--- config.mk ---
export PLATFORM = sky130hd
export DESIGN_NAME = hit_judge
export DESIGN_NICKNAME = d
export VERILOG_FILES = /design/src/rtl/rhythm_pkg.sv /design/src/rtl/lane_fifo.sv /design/src/rtl/hit_judge.sv
export SDC_FILE = /design/constraint.sdc
export NUM_CORES = 1
export LEC_CHECK = 0
export CAP_MARGIN = 15
export CORE_MARGIN = 3
export CORE_UTILIZATION = 60
export CTS_BUF_LIST = sky130_fd_sc_hd__clkbuf_4
export DETAILED_ROUTE_END_ITERATION = 16
export GPL_ROUTABILITY_DRIVEN = 0
export PLACE_DENSITY = 0.82
export SETUP_SLACK_MARGIN = 0.02
export SLEW_MARGIN = 40
export SYNTH_ARGS = -nofsm -noshare
export SYNTH_HDL_FRONTEND = slang
export SYNTH_HIERARCHICAL = 1
export SYNTH_SLANG_ARGS = --single-unit
export TNS_END_PERCENT = 100
--- constraint.sdc ---
create_clock -name clk -period 9.4 [get_ports clk]
set_clock_uncertainty 0.1 [all_clocks]
set_input_delay 0.94 -clock clk [delete_from_list [all_inputs] [get_ports clk]]
set_output_delay 0.94 -clock clk [all_outputs]
set_load 0.005 [all_outputs]
--- src/rtl/rhythm_pkg.sv ---
// Shared types and constants for the chart-driven hit judgement pipeline.
package rhythm_pkg;

  localparam int unsigned NOTE_W    = 14;
  localparam int unsigned LANE_W    = 2;
  localparam int unsigned ENTRY_W   = 16;
  localparam int unsigned WORD_W    = 128;
  localparam int unsigned ENTRIES   = 8;
  localparam int unsigned NUM_LANES = 4;
  localparam int unsigned TIME_W    = 16;
  localparam int unsigned DELTA_W   = 17;
  localparam int unsigned SCORE_W   = 20;
  localparam int unsigned COMBO_W   = 10;

  localparam int unsigned PERFECT_WIN = 2;
  localparam int unsigned GOOD_WIN    = 5;
  localparam int unsigned PTS_PERFECT = 300;
  localparam int unsigned PTS_GOOD    = 100;

  localparam logic [ENTRY_W-1:0] SENTINEL = 16'hFFFF;

  typedef enum logic [1:0] {
    GRADE_NONE    = 2'd0,
    GRADE_PERFECT = 2'd1,
    GRADE_GOOD    = 2'd2,
    GRADE_MISS    = 2'd3
  } grade_t;

  typedef struct packed {
    logic [LANE_W-1:0] lane;
    logic [NOTE_W-1:0] ntime;
  } note_t;

  function automatic logic [DELTA_W-1:0] abs_delta(input logic signed [DELTA_W-1:0] d);
    return d[DELTA_W-1] ? DELTA_W'(-d) : DELTA_W'(d);
  endfunction

endpackage

--- src/rtl/lane_fifo.sv ---
// Per-lane note-time queue; push is dropped when full, pop when empty.
module lane_fifo
  import rhythm_pkg::*;
#(
  parameter int unsigned DEPTH = 4
) (
  input  logic              clk,
  input  logic              reset,
  input  logic              clr_i,
  input  logic              push_i,
  input  logic [NOTE_W-1:0] data_i,
  input  logic              pop_i,
  output logic              full_o,
  output logic              empty_o,
  output logic [NOTE_W-1:0] head_o
);

  localparam int unsigned PTR_W = (DEPTH > 1) ? $clog2(DEPTH) : 1;
  localparam int unsigned CNT_W = $clog2(DEPTH + 1);

  logic [NOTE_W-1:0] mem_q [DEPTH];
  logic [PTR_W-1:0]  wr_q, rd_q;
  logic [CNT_W-1:0]  cnt_q, cnt_d;
  logic              do_push, do_pop;

  assign do_push = push_i & ~full_o;
  assign do_pop  = pop_i & ~empty_o;
  assign head_o  = mem_q[rd_q];

  always_comb begin
    cnt_d = cnt_q;
    if (do_push && !do_pop) cnt_d = cnt_q + CNT_W'(1);
    else if (do_pop && !do_push) cnt_d = cnt_q - CNT_W'(1);
  end

  always_ff @(posedge clk or posedge reset) begin
    if (reset) begin
      wr_q    <= '0;
      rd_q    <= '0;
      cnt_q   <= '0;
      full_o  <= 1'b0;
      empty_o <= 1'b1;
    end else if (clr_i) begin
      wr_q    <= '0;
      rd_q    <= '0;
      cnt_q   <= '0;
      full_o  <= 1'b0;
      empty_o <= 1'b1;
    end else begin
      if (do_push) wr_q <= wr_q + PTR_W'(1);
      if (do_pop)  rd_q <= rd_q + PTR_W'(1);
      cnt_q   <= cnt_d;
      full_o  <= (cnt_d == CNT_W'(DEPTH));
      empty_o <= (cnt_d == '0);
    end
  end

  // Storage carries no reset; validity is tracked by the counters.
  always_ff @(posedge clk) begin
    if (do_push && !clr_i) mem_q[wr_q] <= data_i;
  end

endmodule

--- src/rtl/hit_judge.sv ---
// Fetches chart words from SDRAM, distributes notes into lane queues and
// grades each lane's head note once per frame against the key presses.
module hit_judge
  import rhythm_pkg::*;
#(
  parameter logic [21:0] CHART_BASE = 22'h30_0000,
  parameter int unsigned MAX_WORDS  = 4096,
  parameter int unsigned LANE_DEPTH = 4
) (
  input  logic                 clk,
  input  logic                 reset,
  input  logic                 start,
  input  logic                 new_frame,
  input  logic [NUM_LANES-1:0] DFJK,
  input  logic [TIME_W-1:0]    un_time,
  output logic                 sdram_rd,
  output logic [21:0]          sdram_addr,
  input  logic                 sdram_wait,
  input  logic                 sdram_ac,
  input  logic [WORD_W-1:0]    sdram_data,
  output logic                 judge_valid,
  output logic [1:0]           judge_lane,
  output logic [1:0]           judge_grade,
  output logic [SCORE_W-1:0]   score,
  output logic [COMBO_W-1:0]   combo,
  output logic                 chart_done,
  output logic                 busy
);

  localparam int unsigned WCNT_W = $clog2(MAX_WORDS + 1);

  typedef enum logic [1:0] {S_IDLE, S_REQ, S_DIST, S_END} fetch_t;

  fetch_t             state_q;
  logic               rd_q, busy_q, done_q, discard_q;
  logic [21:0]        addr_q;
  logic [WORD_W-1:0]  word_q;
  logic [2:0]         idx_q;
  logic [WCNT_W-1:0]  wcnt_q;

  logic                 sweep_q, valid_q;
  logic [LANE_W-1:0]    jlane_q, lane_out_q;
  logic [NUM_LANES-1:0] press_q, dfjk_prev_q;
  logic [TIME_W-1:0]    time_q;
  grade_t               grade_q, grade_c;
  logic [SCORE_W-1:0]   score_q, score_d;
  logic [COMBO_W-1:0]   combo_q, combo_d;

  logic [NUM_LANES-1:0] full_v, empty_v, push_v, pop_v;
  logic [NOTE_W-1:0]    head_v [NUM_LANES];
  note_t                entry_c;
  logic                 is_sent_c, push_ok_c;
  logic signed [DELTA_W-1:0] delta_c;
  logic [DELTA_W-1:0]   mag_c;
  logic [SCORE_W:0]     sum_c;

  assign sdram_rd    = rd_q;
  assign sdram_addr  = addr_q;
  assign busy        = busy_q;
  assign chart_done  = done_q;
  assign judge_valid = valid_q;
  assign judge_lane  = lane_out_q;
  assign judge_grade = grade_q;
  assign score       = score_q;
  assign combo       = combo_q;

  assign entry_c   = word_q[{idx_q, 4'b0000} +: ENTRY_W];
  assign is_sent_c = (word_q[{idx_q, 4'b0000} +: ENTRY_W] == SENTINEL);
  assign push_ok_c = (state_q == S_DIST) && !start && !is_sent_c && !full_v[entry_c.lane];
  assign push_v    = push_ok_c ? (NUM_LANES'(1) << entry_c.lane) : '0;
  assign pop_v     = (grade_c != GRADE_NONE) ? (NUM_LANES'(1) << jlane_q) : '0;

  for (genvar g = 0; g < NUM_LANES; g++) begin : g_lane
    lane_fifo #(.DEPTH(LANE_DEPTH)) u_fifo (
      .clk     (clk),
      .reset   (reset),
      .clr_i   (start),
      .push_i  (push_v[g]),
      .data_i  (entry_c.ntime),
      .pop_i   (pop_v[g]),
      .full_o  (full_v[g]),
      .empty_o (empty_v[g]),
      .head_o  (head_v[g])
    );
  end

  // Fetch/distribute FSM; a start during REQ lets the pending read finish and drops it.
  always_ff @(posedge clk or posedge reset) begin
    if (reset) begin
      state_q   <= S_IDLE;
      rd_q      <= 1'b0;
      busy_q    <= 1'b0;
      done_q    <= 1'b0;
      discard_q <= 1'b0;
      addr_q    <= CHART_BASE;
      word_q    <= '0;
      idx_q     <= '0;
      wcnt_q    <= '0;
    end else begin
      done_q <= !start && (state_q == S_END) && (&empty_v);
      case (state_q)
        S_IDLE, S_END: begin
          if (start) begin
            state_q   <= S_REQ;
            rd_q      <= 1'b1;
            busy_q    <= 1'b1;
            addr_q    <= CHART_BASE;
            wcnt_q    <= '0;
            discard_q <= 1'b0;
          end
        end
        S_REQ: begin
          if (sdram_ac) begin
            if (discard_q || start) begin
              addr_q    <= CHART_BASE;
              wcnt_q    <= '0;
              discard_q <= 1'b0;
            end else begin
              state_q <= S_DIST;
              rd_q    <= 1'b0;
              word_q  <= sdram_data;
              addr_q  <= addr_q + 22'd1;
              wcnt_q  <= wcnt_q + WCNT_W'(1);
              idx_q   <= '0;
            end
          end else if (start) begin
            discard_q <= 1'b1;
          end
        end
        S_DIST: begin
          if (start) begin
            state_q <= S_REQ;
            rd_q    <= 1'b1;
            addr_q  <= CHART_BASE;
            wcnt_q  <= '0;
          end else if (is_sent_c) begin
            state_q <= S_END;
            busy_q  <= 1'b0;
          end else if (!full_v[entry_c.lane]) begin
            if (idx_q == 3'(ENTRIES - 1)) begin
              if (wcnt_q == WCNT_W'(MAX_WORDS)) begin
                state_q <= S_END;
                busy_q  <= 1'b0;
              end else begin
                state_q <= S_REQ;
                rd_q    <= 1'b1;
              end
            end else begin
              idx_q <= idx_q + 3'd1;
            end
          end
        end
        default: state_q <= S_IDLE;
      endcase
    end
  end

  assign delta_c = $signed({1'b0, time_q}) - $signed({3'b000, head_v[jlane_q]});
  assign mag_c   = abs_delta(delta_c);

  always_comb begin
    grade_c = GRADE_NONE;
    if (sweep_q && !start && !empty_v[jlane_q]) begin
      if (press_q[jlane_q]) begin
        if (mag_c <= DELTA_W'(PERFECT_WIN))   grade_c = GRADE_PERFECT;
        else if (mag_c <= DELTA_W'(GOOD_WIN)) grade_c = GRADE_GOOD;
      end else if (!delta_c[DELTA_W-1] && mag_c > DELTA_W'(GOOD_WIN)) begin
        grade_c = GRADE_MISS;
      end
    end
  end

  always_comb begin
    sum_c = {1'b0, score_q};
    if (grade_c == GRADE_PERFECT)   sum_c = {1'b0, score_q} + (SCORE_W+1)'(PTS_PERFECT);
    else if (grade_c == GRADE_GOOD) sum_c = {1'b0, score_q} + (SCORE_W+1)'(PTS_GOOD);
    score_d = sum_c[SCORE_W] ? '1 : sum_c[SCORE_W-1:0];
    combo_d = combo_q;
    if (grade_c == GRADE_MISS) combo_d = '0;
    else if (grade_c != GRADE_NONE && combo_q != '1) combo_d = combo_q + COMBO_W'(1);
  end

  // Judge sequencer: one lane per cycle for four cycles after each frame strobe.
  always_ff @(posedge clk or posedge reset) begin
    if (reset) begin
      sweep_q     <= 1'b0;
      jlane_q     <= '0;
      press_q     <= '0;
      dfjk_prev_q <= '0;
      time_q      <= '0;
      valid_q     <= 1'b0;
      lane_out_q  <= '0;
      grade_q     <= GRADE_NONE;
      score_q     <= '0;
      combo_q     <= '0;
    end else begin
      valid_q <= 1'b0;
      if (start) begin
        sweep_q <= 1'b0;
        score_q <= '0;
        combo_q <= '0;
      end else if (sweep_q) begin
        if (grade_c != GRADE_NONE) begin
          valid_q    <= 1'b1;
          lane_out_q <= jlane_q;
          grade_q    <= grade_c;
          score_q    <= score_d;
          combo_q    <= combo_d;
        end
        jlane_q <= jlane_q + LANE_W'(1);
        if (jlane_q == LANE_W'(NUM_LANES - 1)) sweep_q <= 1'b0;
      end else if (new_frame) begin
        press_q     <= DFJK & ~dfjk_prev_q;
        dfjk_prev_q <= DFJK;
        time_q      <= un_time;
        sweep_q     <= 1'b1;
        jlane_q     <= '0;
      end
    end
  end

endmodule
==> reports/summary.txt, run 1 <==
Status = completed
Number of synthesized register bits = 493
Multi-input gate area = 9737 sq um
Crit-path cells = buf_4 > mux4_2 > mux4_2 > inv_1 > ha_1 > nor2_2 > a211oi_4 > o22ai_1 > a311oi_2 > nand3_1 > o2111a_1 > a221o_1 > and2_1 > and4_1 > o21ai_1 > ha_1 > a21oi_1 > o2bb2ai_1 > and4_1 > nor2b_1 > o21ai_2 > nor2_1 > a21oi_1 > o22ai_1
Die area = 42460 sq um
Layout Cells excl Fill = 2928
Worst stage delay on the critical path = 0.86 ns
Slew margin rel. = 47.13%
Hold Slack = 0.3687 ns
Buffers on Ports = 212
VDD IR-drop max = 0.0001369 V
Final wirelength = 54750 um
Vias per std cell = 5.886
P_leak = 0.01133 uW
Synth warnings = 6
Die height = 206.1 um
Setup Fix Bufs, Post-CTS = 0
Initial antenna violation count = 2
FMAX = 120.4 MHz
Tightest Pin Transition = 0.7710 ns
Post-synth EDFFs = 224
Max-Cap Viols = 0
Sink Count = 493
Root Driver = clkbuf_4
Synth Area in Simple Gates = 16.26%
Area added between synthesis and finish = 16.59%
Yosys cell types = 92
H-tree levels = 3
# rows = 72
WS Path Type = reg -> reg
Insertion delay of the later-clocked pin in the worst-skew pair = 0.87 ns
CP max-delay cell = dfrtp_1
Switch Pwr = 2137 uW
Share of the synthesized area in the top cell type = 28.01%
Num CTS Buffers = 118
Slew Viols, Final = 0
CTS tree = built
Num ports = 214
Sequential Area = 13470 sq um
Layout Nets = 2527
Drt first pass iters = 5
GRT overflow = 0
Largest net degree at the start of global routing = 153
Nature of the critical path startpoint = register
FILL cells = 2607
Clock power frac = 27.1%
Fraction of the mapped netlist area in adder cells = 3.298%
Antenna Nets Post-Route = 0
DP HPWL = 38080 um
Initial Util = 61.42%
Reg2reg setup slack = 1.09 ns
Minimum clock period = 8.307 ns
Final Cycle Share = 88.37%
Main synth FF type = dfrtp_1
Crit path buffers/inverters = 2
PnR Total Power = 6505 uW
# hold bufs at CTS = 0
GRT Resource Usage Total = 26.23%
Compound-Gate Fraction of Synth Area = 7.691%
Commonest non-fill, non-tap cell in the layout = nand2_1
Combinational power share = 27.4%
First-pass GRT wire length = 88780 um
DP Cell Count = 2711
Post-synthesis mux area share = 11.05%
Post-synthesis async set-or-reset flop share = 54.56%
Vias = 17230
Crit path arrival time = 8.93 ns
Yosys top cell by area = edfxtp_1
Power Dens Cells = 232.4 nW/um^2
Seq/Total Area, Yosys = 56.08%
Critical path capture point type = register
DRT iter0 DRCs = 1293
Gate Count Post-Synth = 2065
Worst Path Max Fanout = 19
Core area = 39100 sq um
DR WL/cell = 18.70 um
Final setup TNS = 0 ns
Internal = 4368 uW
Mapped Nets = 2279
Flop pwr share = 45.6%
PnR worst setup slack = 1.093 ns
Clk slew on worst S/H paths = 0.07 ns
Vias in the first global route = 17460
Worst path top cell family by delay = compound AO/OA/AOI/OAI gates
Setup WS pre-CTS = 1.217 ns
Maximum buffer depth of the clock tree = 3
Synthesized cell area = 24010 sq um
Hold Path Class = reg -> reg
Ratio of cells with drive above 1 in the final layout = 17.48%
Xor/xnor share of the synthesized area = 2.095%
DR DRC count = 0
Switching share of power = 32.85%
Final hold vios = 0
WP data required = 10.02 ns
Most frequent cells in the layout = nand2_1, dfrtp_1, edfxtp_1, clkdlybuf4s50_1, clkbuf_4
RSZ-0062 raised after global routing = no
Largest family of logic cells by synthesized area = simple AND/OR/NAND/NOR gates
Cts repair resizes = 0
Setup violators final = 0
Die width = 206.1 um
Synthesized area per cell = 11.63 sq um
Top cells by area, synth = edfxtp_1, dfrtp_1, mux4_2
## synth_stat cells, drive strengths merged, types with 37 or more instances
cell type / instances
edfxtp: 224
nand3: 38
nand2: 532
buf: 39
clkbuf: 63
ha: 59
dfrtp: 263
mux4: 104
and3: 37
inv: 82
a21oi: 69
o21ai: 99
nor2: 106
## cells by family (layout without fill, tap and decap cells)
kind of cell | after synthesis | count (layout)
AND/OR/NAND/NOR | 861 | 861
flip-flops | 493 | 493
AO/OA/AOI/OAI | 276 | 276
buffers and inverters | 186 | 530
multiplexers | 132 | 132
adder cells (fa/ha/maj) | 63 | 63
XOR/XNOR | 54 | 54
other | 0 | 1
## worst paths after layout
kind,startpoint,to,cells after the start
hold reg to reg,word_q[36],word_q[36],2
min in group asynchronous,reset,g_lane[2].u_fifo/cnt_q[1],2
max in group asynchronous,reset,word_q[37],3
setup / recovery,g_lane[1].u_fifo/rd_q[0],score[12],24
hold / removal,word_q[36],word_q[36],2
setup reg to reg,g_lane[1].u_fifo/rd_q[0],score[12],24
## metrics by stage
| stage | util [%] | cell area (sq um) |
|---|---|---|
| after CTS | 71.56 | 27980 |
| after floorplan | - | 24010 |
| final | 71.60 | 27990 |
| after global placement | 67.56 | 26420 |
| after detailed placement | 67.59 | 26430 |
| after global routing | 71.60 | 27990 |
## power groups by stage
| stage | clock network [uW] | logic (uW) | registers [uW] |
|---|---|---|---|
| finish | 1760 | 1780 | 2960 |
| global route | 1920 | 1980 | 3000 |
| CTS | 1810 | 1780 | 2960 |
| detailed placement | 0 | 1770 | 3000 |
| global placement | 0 | 1670 | 2980 |
| floorplan | 0 | 1310 | 2930 |
## worst min-delay path: cells and delay by family (launching register included)
kind	cells	cell delay (ns)
flops	1	0.33
simple gates	2	0.10
## state kept, by name, summed over array words and instances, names as in the netlist, 2 cells and up
| name | cells |
|---|---|
| idx_q | 3 |
| score | 19 |
| time_q | 16 |
| g_lane.u_fifo/cnt_q | 12 |
| judge_lane | 2 |
| judge_grade | 2 |
| g_lane.u_fifo/full_o | 4 |
| press_q | 4 |
| g_lane.u_fifo/empty_o | 4 |
| sdram_addr | 22 |
| dfjk_prev_q | 4 |
| g_lane.u_fifo/mem_q | 224 |
| combo | 10 |
| g_lane.u_fifo/rd_q | 8 |
| g_lane.u_fifo/wr_q | 8 |
| wcnt_q | 13 |
| word_q | 128 |
| jlane_q | 2 |
| state_q | 2 |
## layer usage
| metal | vias to the layer above | global-route usage, % | routed length [um] |
|---|---|---|---|
| met4 | 2 | 9.964 | 1707 |
| met1 | 8440 | 35.91 | 22580 |
| met5 | - | 0 | 13 |
| met2 | 741 | 41.97 | 26670 |
| li1 | 7922 | - | - |
| met3 | 129 | 5.481 | 3772 |
## area by class of cell
cell class                      count  area share [%]
Tap cell                          518           2.315
Sequential cell                   493           48.11
Multi-Input combinational cell   1386           34.78
Clock inverter                     39          0.7956
Clock buffer                      177           4.747
Antenna cell                        1        0.008939
Timing Repair Buffer              230           8.058
Inverter                           84           1.184
No activity file was read; power rests on OpenSTA's default activity.
==> run 2: changes to the inputs <==
--- a/config.mk
+++ b/config.mk
@@ -7,11 +7,11 @@
 export LEC_CHECK = 0
 export CAP_MARGIN = 15
 export CORE_MARGIN = 3
-export CORE_UTILIZATION = 60
+export CORE_UTILIZATION = 56
 export CTS_BUF_LIST = sky130_fd_sc_hd__clkbuf_4
 export DETAILED_ROUTE_END_ITERATION = 16
 export GPL_ROUTABILITY_DRIVEN = 0
-export PLACE_DENSITY = 0.82
+export PLACE_DENSITY = 0.77
 export SETUP_SLACK_MARGIN = 0.02
 export SLEW_MARGIN = 40
 export SYNTH_ARGS = -nofsm -noshare
==> run 2 against run 1 <==
  * Sequential power hardly changed
  * Wire length shrank 2.2%
  * Sequential cell count unchanged
  * Clock-buffer cell count increased by 8
  * Non-clock buffer count shrank 1
  * Clock power up 4%
  * Fmax about the same
  * Critical path depth is the same
  * Cell count rose by 0.68%
  * Worst hold slack is essentially flat
  * Combinational power is essentially flat
  * Via count fell by 2.1%
  * Critical path type unchanged
  * Largest power group unchanged
==> reports/summary.txt, run 2 (synthesis results as in run 1) <==
Vias per std cell = 5.724 (was 5.886)
Flip-flop count of the largest register after layout = 224 (unchanged)
Final setup TNS = 0 ns (unchanged)
Root Driver = clkbuf_4 (unchanged)
Num CTS Buffers = 120 (was 118)
Final hold vios = 0 (unchanged)
RSZ-0062 raised after global routing = no (unchanged)
Power Dens Cells = 233.6 nW/um^2 (was 232.4 nW/um^2)
Setup Fix Bufs, Post-CTS = 0 (unchanged)
CP max-delay cell = dfrtp_1 (unchanged)
Setup WS pre-CTS = 1.299 ns (was 1.217 ns)
Final Cycle Share = 88.43% (was 88.37%)
Crit-path cells = buf_4 > mux4_2 > mux4_2 > inv_1 > ha_1 > o21a_1 > o2111ai_1 > o21ba_2 > a311oi_2 > nand3_1 > o2111a_1 > a221o_1 > and2_1 > and4_1 > o21ai_1 > ha_1 > a21oi_1 > o2bb2ai_1 > and4_1 > nor2b_1 > o21ai_2 > nor2_1 > a21oi_1 > o22ai_1 (was buf_4 > mux4_2 > mux4_2 > inv_1 > ha_1 > nor2_2 > a211oi_4 > o22ai_1 > a311oi_2 > nand3_1 > o2111a_1 > a221o_1 > and2_1 > and4_1 > o21ai_1 > ha_1 > a21oi_1 > o2bb2ai_1 > and4_1 > nor2b_1 > o21ai_2 > nor2_1 > a21oi_1 > o22ai_1)
Final wirelength = 53570 um (was 54750 um)
Maximum buffer depth of the clock tree = 3 (unchanged)
Critical path capture point type = register (unchanged)
Clk slew on worst S/H paths = 0.07 ns (about the same)
First-pass GRT wire length = 86460 um (was 88780 um)
Die width = 213.1 um (was 206.1 um)
Insertion delay of the later-clocked pin in the worst-skew pair = 0.87 ns (about the same)
Sink Count = 493 (unchanged)
DP Cell Count = 2731 (was 2711)
Antenna Nets Post-Route = 0 (unchanged)
Vias in the first global route = 16940 (was 17460)
Cts repair resizes = 0 (unchanged)
# rows = 75 (was 72)
Core area = 42130 sq um (was 39100 sq um)
DRT iter0 DRCs = 1388 (was 1293)
Setup violators final = 0 (unchanged)
Worst Path Max Fanout = 19 (unchanged)
PnR worst setup slack = 1.088 ns (was 1.093 ns)
Hold Path Class = reg -> reg (unchanged)
Initial Util = 56.99% (was 61.42%)
Die area = 45400 sq um (was 42460 sq um)
DR WL/cell = 18.17 um (was 18.70 um)
Tightest Pin Transition = 0.8711 ns (was 0.7710 ns)
Largest net degree at the start of global routing = 152 (was 153)
WP data required = 10.05 ns (was 10.02 ns)
P_leak = 0.01137 uW (was 0.01133 uW)
Drt first pass iters = 8 (was 5)
Max-Cap Viols = 0 (unchanged)
Layout Cells excl Fill = 2948 (was 2928)
Hold Slack = 0.3691 ns (was 0.3687 ns)
Most frequent cells in the layout = nand2_1, dfrtp_1, edfxtp_1, clkdlybuf4s50_1, clkbuf_4 (unchanged)
Die height = 213.1 um (was 206.1 um)
Reg with most FFs = g_lane.u_fifo/mem_q (unchanged)
Initial antenna violation count = 2 (unchanged)
DR DRC count = 0 (unchanged)
Crit path arrival time = 8.96 ns (was 8.93 ns)
GRT overflow = 0 (unchanged)
Nature of the critical path startpoint = register (unchanged)
Slew Viols, Final = 0 (unchanged)
FILL cells = 3059 (was 2607)
# hold bufs at CTS = 0 (unchanged)
Minimum clock period = 8.312 ns (was 8.307 ns)
Commonest non-fill, non-tap cell in the layout = nand2_1 (unchanged)
H-tree levels = 3 (unchanged)
Num ports = 214 (unchanged)
PnR Total Power = 6565 uW (was 6505 uW)
Worst stage delay on the critical path = 0.81 ns (was 0.86 ns)
GRT Resource Usage Total = 24.00% (was 26.23%)
Buffers on Ports = 212 (unchanged)
DP HPWL = 37080 um (was 38080 um)
Area added between synthesis and finish = 17.05% (was 16.59%)
Ratio of cells with drive above 1 in the final layout = 17.86% (was 17.48%)
Layout Nets = 2528 (was 2527)
Status = completed (unchanged)
CTS tree = built (unchanged)
VDD IR-drop max = 0.0001261 V (was 0.0001369 V)
Slew margin rel. = 41.86% (was 47.13%)
Vias = 16870 (was 17230)
FMAX = 120.3 MHz (was 120.4 MHz)
WS Path Type = reg -> reg (unchanged)
[run 2: where the power goes]
part | internal, uW | total [uW] | leakage, uW | switching, uW
combinational | 701 | 1770 | 0.00489 | 1070
clock | 979 | 1830 | 0.000961 | 854
sequential | 2770 | 2960 | 0.00552 | 186
total | 4450 | 6570 | 0.0114 | 2110
[run 2: cell type report]
class / count / area, sq um / area share [%]
Antenna cell: 2 / 5.005 / 0.01781
Clock buffer: 185 / 1389 / 4.941
Clock inverter: 30 / 232.7 / 0.8280
Inverter: 84 / 331.6 / 1.180
Multi-Input combinational cell: 1386 / 9732 / 34.63
Sequential cell: 493 / 13470 / 47.92
Tap cell: 539 / 674.4 / 2.400
Timing Repair Buffer: 229 / 2272 / 8.084
[run 2: stage by stage]
step                utilization [%]  area, sq um
global route                  66.71        28110
global placement              62.72        26430
finish                        66.71        28110
floorplan                         -        24010
detailed placement            62.82        26470
CTS                           66.66        28090
[run 2: critical path, delay by kind of cell, from the launching register on]
family | cells | cell delay, ns
and+or+nand+nor | 6 | 2.11
AOI/OAI and AO/OA | 12 | 2.88
adders and majority gates | 2 | 0.88
muxes | 2 | 1.03
buffers and inverters | 2 | 0.37
DFF | 1 | 0.81
[run 2: per-layer routing]
layer,track usage [%],up-vias,wire [um]
met5,0,-,0
met4,7.364,0,1201
met3,4.790,93,3390
met2,38.90,586,26230
met1,33.26,8275,22740
li1,-,7920,-
[run 2: final timing paths]
path                                           from                        end  slack (ns)  cells after the start
max                        g_lane[0].u_fifo/rd_q[0]                  score[12]        1.09                     24
min                                      word_q[35]                 word_q[35]        0.37                      2
max reg2reg                g_lane[0].u_fifo/rd_q[0]                  score[12]        1.09                     24
min reg2reg                              word_q[35]                 word_q[35]        0.37                      2
max in group asynchronous                     reset                 word_q[67]        7.16                      3
min in group asynchronous                     reset  g_lane[3].u_fifo/cnt_q[2]        0.68                      2
==> run 3: changes to the inputs <==
--- a/config.mk
+++ b/config.mk
@@ -5,6 +5,7 @@
 export SDC_FILE = /design/constraint.sdc
 export NUM_CORES = 1
 export LEC_CHECK = 0
+export ABC_AREA = 1
 export CAP_MARGIN = 15
 export CORE_MARGIN = 3
 export CORE_UTILIZATION = 56
==> run 3 against run 2 <==
  * Synthesized cell count is 37% higher
  * Die area up 2.6%
  * Register-to-register slack improved by 1.3 ns
  * Clock power increased by 3%
  * Critical path depth grew 11
  * Setup slack better by 1.3 ns
  * Via count increased by 24%
  * Fmax up 19%
  * Utilization is 0.13 points higher
  * Wire length up 20%
  * Final area up 2.9%
  * Combinational power is 45% higher
  * Critical endpoint is now score[14]
==> reports/summary.txt, run 3 <==
Max-Cap Viols = 0 (unchanged)
Sink of the worst hold path = press_q[1] (was word_q[35])
Final hold vios = 0 (unchanged)
Nature of the critical path startpoint = register (unchanged)
WP data required = 10.09 ns (was 10.05 ns)
Vias in the first global route = 20680 (was 16940)
Count leader, synth = nand2_1 (unchanged)
GRT Resource Usage Total = 27.69% (was 24.00%)
Layout Nets = 3301 (was 2528)
Clk slew on worst S/H paths = 0.06 ns (was 0.07 ns)
Sink Count = 493 (unchanged)
FF-to-FF Start = g_lane[1].u_fifo/rd_q[1] (was g_lane[0].u_fifo/rd_q[0])
Die width = 215.9 um (was 213.1 um)
Seq/Total Area, Yosys = 54.60% (was 56.08%)
Flip-flop count of the largest register after layout = 224 (unchanged)
Slew Viols, Final = 0 (unchanged)
Mapped Nets = 3044 (was 2279)
Most frequent CP cell = nand2_1
Post-synth EDFFs = 224 (unchanged)
Reg2reg setup slack = 2.43 ns (was 1.09 ns)
Worst Path Max Fanout = 16 (was 19)
DR WL/cell = 17.14 um (was 18.17 um)
RSZ-0062 raised after global routing = no (unchanged)
Slew margin rel. = 43.40% (was 41.86%)
Hold Path Class = reg -> reg (unchanged)
Post-Place Cell Area = 27220 sq um (was 26470 sq um)
Vias = 21000 (was 16870)
Share of the synthesized area in the top cell type = 27.28% (was 28.01%)
Yosys top cell by area = edfxtp_1 (unchanged)
Worst R2R Path Depth = 35 (was 24)
FILL cells = 3440 (was 3059)
GRT overflow = 0 (unchanged)
Die area = 46590 sq um (was 45400 sq um)
Number of synthesized register bits = 493 (unchanged)
Die height = 215.9 um (was 213.1 um)
Vias per std cell = 5.580 (was 5.724)
Num ports = 214 (unchanged)
Most frequent cells in the layout = nand2_1, nor2_1, o21ai_0, dfrtp_1, inv_1 (was nand2_1, dfrtp_1, edfxtp_1, clkdlybuf4s50_1, clkbuf_4)
Synthesized cell area = 24660 sq um (was 24010 sq um)
Insertion delay of the later-clocked pin in the worst-skew pair = 0.93 ns (was 0.87 ns)
DR DRC count = 0 (unchanged)
Main synth FF type = dfrtp_1 (unchanged)
Fin area = 28920 sq um (was 28110 sq um)
Ratio of cells with drive above 1 in the final layout = 12.03% (was 17.86%)
Final wirelength = 64500 um (was 53570 um)
P_leak = 0.01267 uW (was 0.01137 uW)
CP max-delay cell = dfrtp_1 (unchanged)
HP Start = dfjk_prev_q[1] (was word_q[35])
# hold bufs at CTS = 0 (unchanged)
Synth warnings = 6 (unchanged)
DRT iter0 DRCs = 2140 (was 1388)
Crit path launch = g_lane[1].u_fifo/rd_q[1] (was g_lane[0].u_fifo/rd_q[0])
PnR Total Power = 7598 uW (was 6565 uW)
Tightest Pin Transition = 0.8481 ns (was 0.8711 ns)
Power Dens Cells = 262.8 nW/um^2 (was 233.6 nW/um^2)
Setup Fix Bufs, Post-CTS = 0 (unchanged)
Setup violators final = 0 (unchanged)
Yosys cell types = 65 (was 92)
Buffers on Ports = 212 (unchanged)
Hold path depth = 1 (was 2)
Critical path capture point type = register (unchanged)
Synthesized area per cell = 8.714 sq um (was 11.63 sq um)
Crit path arrival time = 7.67 ns (was 8.96 ns)
WS Path Type = reg -> reg (unchanged)
Hold Slack = 0.3595 ns (was 0.3691 ns)
Core area = 43270 sq um (was 42130 sq um)
DP HPWL = 43770 um (was 37080 um)
FMAX = 143.4 MHz (was 120.3 MHz)
Status = completed (unchanged)
Final Cycle Share = 74.18% (was 88.43%)
# rows = 76 (was 75)
First-pass GRT wire length = 103700 um (was 86460 um)
Root Driver = clkbuf_4 (unchanged)
Core Util, Final = 66.83% (was 66.71%)
H-tree levels = 4 (was 3)
Antenna Nets Post-Route = 0 (unchanged)
Drt first pass iters = 6 (was 8)
Initial Util = 57.00% (was 56.99%)
Post-synthesis async set-or-reset flop share = 54.56% (unchanged)
Cts repair resizes = 0 (unchanged)
Worst stage delay on the critical path = 0.57 ns (was 0.81 ns)
Initial antenna violation count = 2 (unchanged)
Maximum buffer depth of the clock tree = 3 (unchanged)
Reg with most FFs = g_lane.u_fifo/mem_q (unchanged)
Commonest non-fill, non-tap cell in the layout = nand2_1 (unchanged)
Gate Count Post-Synth = 2830 (was 2065)
Largest net degree at the start of global routing = 169 (was 152)
Num CTS Buffers = 130 (was 120)
Final setup TNS = 0 ns (unchanged)
Top cells by area, synth = edfxtp_1, dfrtp_1, nand2_1 (was edfxtp_1, dfrtp_1, mux4_2)
Commonest cells in the netlist = nand2_1, nor2_1, o21ai_0, dfrtp_1, inv_1 (was nand2_1, dfrtp_1, edfxtp_1, mux4_2, nor2_1)
Area added between synthesis and finish = 17.25% (was 17.05%)
Minimum clock period = 6.973 ns (was 8.312 ns)
Worst r2r dst = score[14] (was score[12])
VDD IR-drop max = 0.0003264 V (was 0.0001261 V)
CTS tree = built (unchanged)
-- run 3: worst max-delay path by stage --
stage	end	slack, ns
finish	score[14]	2.43
global route	score[14]	1.84
CTS	score[14]	1.85
detailed placement	score[14]	1.85
global placement	score[12]	1.85
floorplan	busy	1.97
-- run 3: area by class of cell --
| class | count | area, sq um | area share (%) |
|---|---|---|---|
| Antenna cell | 3 | 7.507 | 0.02596 |
| Clock buffer | 193 | 1449 | 5.011 |
| Clock inverter | 27 | 193.9 | 0.6707 |
| Inverter | 282 | 1084 | 3.747 |
| Multi-Input combinational cell | 1943 | 9638 | 33.33 |
| Sequential cell | 493 | 13470 | 46.59 |
| Tap cell | 585 | 732.0 | 2.531 |
| Timing Repair Buffer | 237 | 2341 | 8.096 |
-- run 3: where the power goes --
group          total [uW]  internal (uW)  leakage [uW]  switching [uW]
sequential           3160           2950       0.00551             217
clock                1880           1020      0.000981             863
combinational        2560            729       0.00619            1830
total                7600           4690        0.0127            2910
-- run 3: cells by family (layout without fill, tap and decap cells) --
logic type	after synthesis	count (layout)	share of synthesized area, %
AND/OR/NAND/NOR	1349	1349	23.29
AO/OA/AOI/OAI	519	519	12.05
flip-flops	493	493	54.60
buffers and inverters	394	739	6.443
adder cells (fa/ha/maj)	60	60	3.075
XOR/XNOR	15	15	0.5327
other	0	3	0
-- run 3: per-stage QoR --
step / std cells / setup slack (ns)
floorplan: 2830 / 1.974
global placement: 3539 / 1.855
detailed placement: 3539 / 1.850
CTS: 3759 / 1.846
global route: 3763 / 1.843
finish: 3763 / 2.427
-- run 3: worst max-delay path, delay by kind of cell (launching register included) --
kind | cells | cell delay [ns]
buffers and inverters | 8 | 1.52
adders and majority gates | 4 | 1.23
and+or+nand+nor | 18 | 2.36
AOI/OAI and AO/OA | 5 | 1.04
DFF | 1 | 0.57
-- run 3: routing by layer --
layer,track usage (%),vias to the layer above,wire length (um)
li1,-,9978,-
met1,35.30,9924,25960
met2,45.46,927,31110
met3,6.787,167,5272
met4,11.72,0,2157
met5,0,-,0
